`config.mk`:
```
export PLATFORM = sky130hd
export DESIGN_NAME = bn_denorm
export DESIGN_NICKNAME = d
export VERILOG_FILES = /design/src/rtl/bn_denorm_pkg.sv /design/src/rtl/bn_denorm_lane.sv /design/src/rtl/bn_denorm.sv
export SDC_FILE = /design/constraint.sdc
export NUM_CORES = 2
export LEC_CHECK = 0
export CORE_ASPECT_RATIO = 2
export CORE_MARGIN = 2
export CORE_UTILIZATION = 65
export DETAILED_ROUTE_END_ITERATION = 16
export PLACE_DENSITY = 0.84
export SLEW_MARGIN = 15
export SYNTH_ARGS = -nofsm -noshare
export SYNTH_HDL_FRONTEND = slang
export SYNTH_HIERARCHICAL = 1
export SYNTH_SLANG_ARGS = --single-unit
```
`constraint.sdc`:
```
create_clock -name clk -period 14.44 [get_ports clk]
set_input_delay 2.888 -clock clk [delete_from_list [all_inputs] [get_ports clk]]
set_output_delay 2.888 -clock clk [all_outputs]
set_load 0.005 [all_outputs]
```
`src/rtl/bn_denorm_pkg.sv`:
```
// Shared definitions for the batch-norm denormaliser: FP16 constants,
// FSM encoding and the combinational FP16 multiply/add helpers.
package bn_denorm_pkg;

    localparam int FP_W = 16;

    localparam logic [FP_W-1:0] FP16_ONE  = 16'h3C00;
    localparam logic [FP_W-1:0] FP16_ZERO = 16'h0000;

    typedef enum logic [1:0] {
        S_EMPTY = 2'd0,
        S_RUN   = 2'd1,
        S_DRAIN = 2'd2
    } state_e;

    // Subnormals flush to zero, results truncate, overflow saturates to inf.
    function automatic logic [15:0] floatMult(input logic [15:0] a,
                                              input logic [15:0] b);
        logic              s;
        logic [21:0]       p;
        logic signed [6:0] e;
        logic [9:0]        m;
        s = a[15] ^ b[15];
        if (a[14:10] == 5'd0 || b[14:10] == 5'd0) begin
            return {s, 15'd0};
        end
        p = {11'd0, 1'b1, a[9:0]} * {11'd0, 1'b1, b[9:0]};
        e = $signed({2'b00, a[14:10]}) + $signed({2'b00, b[14:10]}) - 7'sd15;
        if (p[21]) begin
            m = p[20:11];
            e = e + 7'sd1;
        end else begin
            m = p[19:10];
        end
        if (e >= 7'sd31) begin
            return {s, 5'h1F, 10'd0};
        end
        if (e <= 7'sd0) begin
            return {s, 15'd0};
        end
        return {s, e[4:0], m};
    endfunction

    function automatic logic [15:0] floatAdd(input logic [15:0] a,
                                             input logic [15:0] b);
        logic [15:0]       x;
        logic [15:0]       y;
        logic [4:0]        d;
        logic [13:0]       mx;
        logic [13:0]       my;
        logic [13:0]       n;
        logic [14:0]       s;
        logic signed [6:0] e;
        if (a[14:10] == 5'd0) begin
            return b;
        end
        if (b[14:10] == 5'd0) begin
            return a;
        end
        if (a[14:0] >= b[14:0]) begin
            x = a;
            y = b;
        end else begin
            x = b;
            y = a;
        end
        d  = x[14:10] - y[14:10];
        mx = {1'b1, x[9:0], 3'b000};
        my = (d > 5'd13) ? 14'd0 : ({1'b1, y[9:0], 3'b000} >> d);
        e  = $signed({2'b00, x[14:10]});
        if (x[15] == y[15]) begin
            s = {1'b0, mx} + {1'b0, my};
            if (s[14]) begin
                n = s[14:1];
                e = e + 7'sd1;
            end else begin
                n = s[13:0];
            end
        end else begin
            n = mx - my;
            // exact cancellation yields +0
            if (n == 14'd0) begin
                return FP16_ZERO;
            end
            for (int i = 0; i < 13; i++) begin
                if (!n[13]) begin
                    n = n << 1;
                    e = e - 7'sd1;
                end
            end
        end
        if (e >= 7'sd31) begin
            return {x[15], 5'h1F, 10'd0};
        end
        if (e <= 7'sd0) begin
            return {x[15], 15'd0};
        end
        return {x[15], e[4:0], n[12:3]};
    endfunction

endpackage

```
`src/rtl/bn_denorm_lane.sv`:
```
// One FP16 lane of the denormaliser: stage 1 scales by std,
// stage 2 adds the mean. Enables come from the shared top-level control.
module bn_denorm_lane
    import bn_denorm_pkg::*;
(
    input  logic            clk_i,
    input  logic            rst_i,
    input  logic            ld1_i,
    input  logic            ld2_i,
    input  logic [FP_W-1:0] y_i,
    input  logic [FP_W-1:0] std_i,
    input  logic [FP_W-1:0] mean_i,
    output logic [FP_W-1:0] x_o
);

    logic [FP_W-1:0] m_q;
    logic [FP_W-1:0] m_d;
    logic [FP_W-1:0] x_q;
    logic [FP_W-1:0] x_d;

    always_comb begin
        m_d = m_q;
        x_d = x_q;
        if (ld1_i) begin
            m_d = floatMult(y_i, std_i);
        end
        if (ld2_i) begin
            x_d = floatAdd(m_q, mean_i);
        end
    end

    always_ff @(posedge clk_i or posedge rst_i) begin
        if (rst_i) begin
            m_q <= FP16_ZERO;
            x_q <= FP16_ZERO;
        end else begin
            m_q <= m_d;
            x_q <= x_d;
        end
    end

    assign x_o = x_q;

endmodule

```
`src/rtl/bn_denorm.sv`:
```
// Batch-norm denormaliser x = y*std + mean: statistics port, two-stage
// valid/ready vector pipeline, and an FSM that swaps stats only when empty.
module bn_denorm
    import bn_denorm_pkg::*;
#(
    parameter int size       = 4,
    parameter int channel    = 1,
    parameter int DATA_WIDTH = FP_W
) (
    input  logic                                    clk,
    input  logic                                    reset,
    input  logic                                    stat_valid,
    output logic                                    stat_ready,
    input  logic [DATA_WIDTH-1:0]                   stat_mean,
    input  logic [DATA_WIDTH-1:0]                   stat_std,
    input  logic                                    in_valid,
    output logic                                    in_ready,
    input  logic [0:DATA_WIDTH*(size/channel)-1]    in_data,
    output logic                                    out_valid,
    input  logic                                    out_ready,
    output logic [0:DATA_WIDTH*(size/channel)-1]    out_data,
    output logic                                    stats_loaded,
    output logic [15:0]                             vec_count
);

    localparam int N = size / channel;

    state_e          state_q;
    state_e          state_d;
    logic            v1_q;
    logic            v1_d;
    logic            v2_q;
    logic            v2_d;
    logic [FP_W-1:0] mean_q;
    logic [FP_W-1:0] mean_d;
    logic [FP_W-1:0] std_q;
    logic [FP_W-1:0] std_d;
    logic            loaded_q;
    logic            loaded_d;
    logic [15:0]     cnt_q;
    logic [15:0]     cnt_d;

    logic adv1;
    logic adv2;
    logic in_fire;
    logic out_fire;

    assign adv1     = !v2_q || out_ready;
    assign adv2     = adv1 && v1_q;
    assign in_fire  = in_valid && in_ready;
    assign out_fire = v2_q && out_ready;

    always_comb begin
        state_d    = state_q;
        mean_d     = mean_q;
        std_d      = std_q;
        loaded_d   = loaded_q;
        stat_ready = 1'b0;
        in_ready   = 1'b0;
        unique case (state_q)
            S_EMPTY: begin
                stat_ready = 1'b1;
                if (stat_valid) begin
                    mean_d   = stat_mean;
                    std_d    = stat_std;
                    loaded_d = 1'b1;
                    state_d  = S_RUN;
                end
            end
            S_RUN: begin
                // a pending stats update blocks new vectors
                in_ready = !stat_valid && (!v1_q || adv1);
                if (stat_valid) begin
                    state_d = S_DRAIN;
                end
            end
            S_DRAIN: begin
                stat_ready = !v1_q && !v2_q;
                if (!stat_valid) begin
                    state_d = S_RUN;
                end else if (stat_ready) begin
                    mean_d   = stat_mean;
                    std_d    = stat_std;
                    loaded_d = 1'b1;
                    state_d  = S_RUN;
                end
            end
            default: begin
                state_d = S_EMPTY;
            end
        endcase
    end

    always_comb begin
        v1_d  = v1_q;
        v2_d  = v2_q;
        cnt_d = cnt_q;
        if (in_fire) begin
            v1_d = 1'b1;
        end else if (adv1) begin
            v1_d = 1'b0;
        end
        if (adv2) begin
            v2_d = 1'b1;
        end else if (out_ready) begin
            v2_d = 1'b0;
        end
        if (out_fire) begin
            cnt_d = cnt_q + 16'd1;
        end
    end

    always_ff @(posedge clk or posedge reset) begin
        if (reset) begin
            state_q  <= S_EMPTY;
            v1_q     <= 1'b0;
            v2_q     <= 1'b0;
            mean_q   <= FP16_ZERO;
            std_q    <= FP16_ZERO;
            loaded_q <= 1'b0;
            cnt_q    <= 16'd0;
        end else begin
            state_q  <= state_d;
            v1_q     <= v1_d;
            v2_q     <= v2_d;
            mean_q   <= mean_d;
            std_q    <= std_d;
            loaded_q <= loaded_d;
            cnt_q    <= cnt_d;
        end
    end

    for (genvar i = 0; i < N; i++) begin : g_lane
        bn_denorm_lane u_lane (
            .clk_i  (clk),
            .rst_i  (reset),
            .ld1_i  (in_fire),
            .ld2_i  (adv2),
            .y_i    (in_data[i*DATA_WIDTH +: DATA_WIDTH]),
            .std_i  (std_q),
            .mean_i (mean_q),
            .x_o    (out_data[i*DATA_WIDTH +: DATA_WIDTH])
        );
    end

    assign out_valid    = v2_q;
    assign stats_loaded = loaded_q;
    assign vec_count    = cnt_q;

endmodule

```
==> out/results.txt <==
The area share of the leading cell type in the synthesized netlist came out at 12.3%. Ranked by total cell area, the synthesized netlist is headed by sky130_fd_sc_hd__fa_1 12%, sky130_fd_sc_hd__ha_1 11%, sky130_fd_sc_hd__dfrtp_1 8.6%, sky130_fd_sc_hd__nand2_1 4.6%, sky130_fd_sc_hd__inv_1 4.5%. The die width is 206 microns. Along the worst path, the maximum fanout reaches 15. In the synthesized netlist the dominant register cell turns out to be sky130_fd_sc_hd__dfrtp_1. For this run, the slowest stage of the critical path takes 0.78 ns.

The maximum frequency from static timing analysis was 73.1 MHz; the clock skew after layout was 0.0121 ns. Counting flops and latches in the post-synthesis netlist gives 181. Headroom to the max-slew limit came out at 22.2%.

The run gives 6 as the count of warnings emitted by yosys. Once the floorplan was initialized, standard cells occupied 65.4% of the core. The area growth from synthesis to layout works out to 6.42%. The flow ran to the end, and the final reports show no timing, DRC or antenna violations.

The core region is 80900 sq um. The min-delay analysis places its worst path in the category register to register. The most critical setup path has its startpoint at mean_q[11].

The worst-case reg-to-reg path depth was 55; the sequential fraction of the synthesis area was 8.56%. The final clock period utilization by the worst path was 94.7%; the final antenna-violating net count was 0. The async set or reset register ratio after synthesis is 100%, and the detail-routed net length per standard cell is 23.7 microns.

The worst reg-to-reg setup slack is 0.77 ns. Subtracting the final worst setup slack from the clock period gives 13.67 ns. Once detailed placement completed, the half-perimeter wirelength came to 148000 microns.

Placer's final routability congestion estimate: 1.05. The floorplan has 148 rows. The number of iterations in the first detailed-routing pass is 6. Setup repair after global routing left no endpoint under its margin. The sort of element at the end of the critical path was a register. The cell type with the highest occurrence count on the critical path was sky130_fd_sc_hd__ha_1. TritonCTS built the clock tree. In the synthesized netlist, the number of instances is 6894.

185 I/O pins were placed. The tools report the total clock buffers created by CTS as 17. After synthesis, the netlist uses 156 different library cells. The pin slew with the least headroom to its limit was 1.16 ns; the hold buffer count at CTS was 0. Yosys mapped a number of flops with a built-in enable equal to 0.

The detailed router finished its first iteration with 6265 violations. STA puts the critical path data arrival time at 14.05 ns. The worst register-to-register path ends at g_lane[3].u_lane/x_o[11]. Entering global routing, the biggest net connects 70 pins. The detailed-route vias per instance was 6.99; the final wirelength was 189000 microns. The number of input and output port buffers inserted was 184. The end point of the critical path is g_lane[3].u_lane/x_o[11]. Root cell of the clock tree: sky130_fd_sc_hd__clkbuf_16. The tool flagged a number of max-cap violations equal to 0. The tools report the total nets after synthesis as 7772.

The worst register-to-register path begins at mean_q[11]. After filler insertion, the fill cell instance count of the layout stands at 6459. For this design, the sink count on the clock tree is 181. The die covers 83800 sq um. The path type of the worst setup path is register to register. The tools report the number of nets at the end of the flow as 7782. After clock tree synthesis, the clock-pin slew on the worst setup and hold paths is 0.08 ns.

The global-route wire length before repair came out at 297000 microns. The run gives 44.3% as the combined global-route utilization of all metal layers. The die boundary height came out at 407 microns. The run gives 0 as the max-slew violation count. The count of unresolved DRC violations after routing is 0, and the clock network latency to the later pin of the worst-skew pair is 0.49 ns. For the global route total overflow, the log shows 0. The number of setup violations in the final report came out at 0. The tools report the final setup TNS as 0 ns. The via count of the first global-routing pass was 54600. STA classifies the critical path startpoint as a register.

The final-report hold violation count was 0; the count of vias placed by the detailed router was 55800. Data on the critical path is required at its endpoint by 14.82 ns. The fraction of final layout cells sized beyond drive strength 1 is 7.33%, and the depth of the CTS H-tree is 4.

No sink is reached through more buffers than the 2 on the longest clock path. The run gives 13 as the number of antenna violations at the first check in global routing. The synthesized area divided by synthesized cell count was 7.67 sq um; the post-synthesis instance area was 52900 sq um.

The largest total area in the synthesized netlist belongs to sky130_fd_sc_hd__fa_1. Among all stages on the critical path, the largest delay is contributed by sky130_fd_sc_hd__dfrtp_1.
-- routing by layer --
| layer | track usage, % | vias to the layer above | share of wire, % |
|---|---|---|---|
| met1 | 57.2 | 26400 | 38 |
| met2 | 69.0 | 3729 | 44 |
| met3 | 9.76 | 797 | 12 |
| met4 | 23.2 | 20 | 6.1 |
| li1 | - | 24800 | - |
| met5 | 0 | - | 0.13 |
-- worst max-delay path: cells and delay by family, from the launching register on --
family,cells,cell delay [ns]
AND/OR/NAND/NOR,23,5.29
AO/OA/AOI/OAI,20,4.15
buffers and inverters,3,0.63
adder cells (fa/ha/maj),7,2.24
multiplexers,1,0.31
XOR/XNOR,1,0.13
flip-flops,1,0.78
-- synthesized netlist by cell type (64+ instances only) --
cell type and instances:
sky130_fd_sc_hd__a211oi_1 64, sky130_fd_sc_hd__a21o_1 113, sky130_fd_sc_hd__a21oi_1 422, sky130_fd_sc_hd__a31oi_1 67, sky130_fd_sc_hd__and2_1 315, sky130_fd_sc_hd__and3_1 64
sky130_fd_sc_hd__clkbuf_1 222, sky130_fd_sc_hd__dfrtp_1 181, sky130_fd_sc_hd__fa_1 324, sky130_fd_sc_hd__ha_1 453, sky130_fd_sc_hd__inv_1 638, sky130_fd_sc_hd__mux2i_1 188
sky130_fd_sc_hd__nand2_1 653, sky130_fd_sc_hd__nand3_1 215, sky130_fd_sc_hd__nand4_1 89, sky130_fd_sc_hd__nor2_1 547, sky130_fd_sc_hd__nor3_1 200, sky130_fd_sc_hd__o211ai_1 95
sky130_fd_sc_hd__o21ai_0 345, sky130_fd_sc_hd__o22ai_1 100, sky130_fd_sc_hd__xnor2_1 218, sky130_fd_sc_hd__xor2_1 74
-- worst min path at each step --
stage / start / slack [ns] / cells past startpoint / to
2_1_floorplan: stats_loaded / 0.46 / 1 / stats_loaded
3_3_place_gp: stats_loaded / 0.45 / 1 / stats_loaded
3_5_place_dp: stats_loaded / 0.45 / 1 / stats_loaded
4_1_cts: stats_loaded / 0.48 / 1 / stats_loaded
5_1_grt: vec_count[15] / 0.50 / 1 / vec_count[15]
6_report: stats_loaded / 0.48 / 1 / stats_loaded
-- flip-flops by register name (all words and copies together) (netlist names) --
signal,cells
mean_q,16
v1_q,1
g_lane.u_lane/x_o,64
g_lane.u_lane/m_q,64
out_valid,1
vec_count,16
stats_loaded,1
state_q,2
std_q,16
-- cell usage in the layout, fill, tap and decap left out, types with 34 or more instances in the layout --
cell / count
sky130_fd_sc_hd__nand2_1: 653
sky130_fd_sc_hd__inv_1: 637
sky130_fd_sc_hd__nor2_1: 546
sky130_fd_sc_hd__ha_1: 449
sky130_fd_sc_hd__a21oi_1: 418
sky130_fd_sc_hd__o21ai_0: 345
sky130_fd_sc_hd__fa_1: 324
sky130_fd_sc_hd__and2_1: 312
sky130_fd_sc_hd__xnor2_1: 216
sky130_fd_sc_hd__nand3_1: 215
sky130_fd_sc_hd__nor3_1: 198
sky130_fd_sc_hd__mux2i_1: 188
sky130_fd_sc_hd__clkdlybuf4s50_1: 184
sky130_fd_sc_hd__dfrtp_1: 176
sky130_fd_sc_hd__buf_4: 136
sky130_fd_sc_hd__a21o_1: 113
sky130_fd_sc_hd__o22ai_1: 100
sky130_fd_sc_hd__o211ai_1: 95
sky130_fd_sc_hd__nand4_1: 89
sky130_fd_sc_hd__xor2_1: 74
sky130_fd_sc_hd__a31oi_1: 67
sky130_fd_sc_hd__and3_1: 64
sky130_fd_sc_hd__a211oi_1: 63
sky130_fd_sc_hd__or3_1: 58
sky130_fd_sc_hd__nor4_1: 58
sky130_fd_sc_hd__o21a_1: 52
sky130_fd_sc_hd__o21bai_1: 47
sky130_fd_sc_hd__mux2_2: 41
sky130_fd_sc_hd__nor2b_1: 40
sky130_fd_sc_hd__nand2b_1: 38
sky130_fd_sc_hd__o31ai_1: 37
sky130_fd_sc_hd__o21ai_1: 34
-- what timing repair did --
| item | 4_1_cts | 5_1_grt |
|---|---|---|
| resized for setup | 0 | 15 |
| setup endpoints to repair | 0 | 60 |
| buffers inserted | 0 | 1 |
-- logic make-up (layout without fill, tap and decap cells) --
| logic type | Yosys count | count (layout) | synth area share (%) |
|---|---|---|---|
| simple gates | 2489 | 2489 | 24.0 |
| xor+xnor | 327 | 327 | 6.20 |
| buf+inv | 968 | 990 | 7.32 |
| compound gates | 1861 | 1862 | 24.5 |
| fa+ha+maj | 781 | 781 | 23.0 |
| other cells | 0 | 6 | 0 |
| mux | 287 | 287 | 6.39 |
| flops | 181 | 181 | 8.56 |
-- cell type report --
type                    instances  area (sq um)  area share [%]
clock buffers                  17           425           0.756
diodes                          6          15.0          0.0267
repair buffers                320          2860            5.08
multi-input cells            5746         44600            79.2
clock inverters                15           163           0.289
inverters                     638          2390            4.25
well taps                    1050          1310            2.33
flip-flops and latches        181          4540            8.06
-- metrics by stage --
stage | util (%) | hold WS, ns | instances | setup slack (ns) | area, sq um
6_report | 69.6 | 0.478 | 7973 | 0.768 | 56300
5_1_grt | 69.6 | 0.504 | 7968 | 0.00510 | 56300
4_1_cts | 69.5 | 0.476 | 7965 | 0.428 | 56200
3_5_place_dp | 68.7 | 0.454 | 7933 | 0.455 | 55600
3_3_place_gp | 68.7 | 0.448 | 7933 | 1.06 | 55600
2_1_floorplan | - | 0.459 | 6894 | 1.76 | 52900
Power is left out: the tool's default activity adds up to more than one toggle a clock period on the data nets, which glitch-free logic cannot reach.
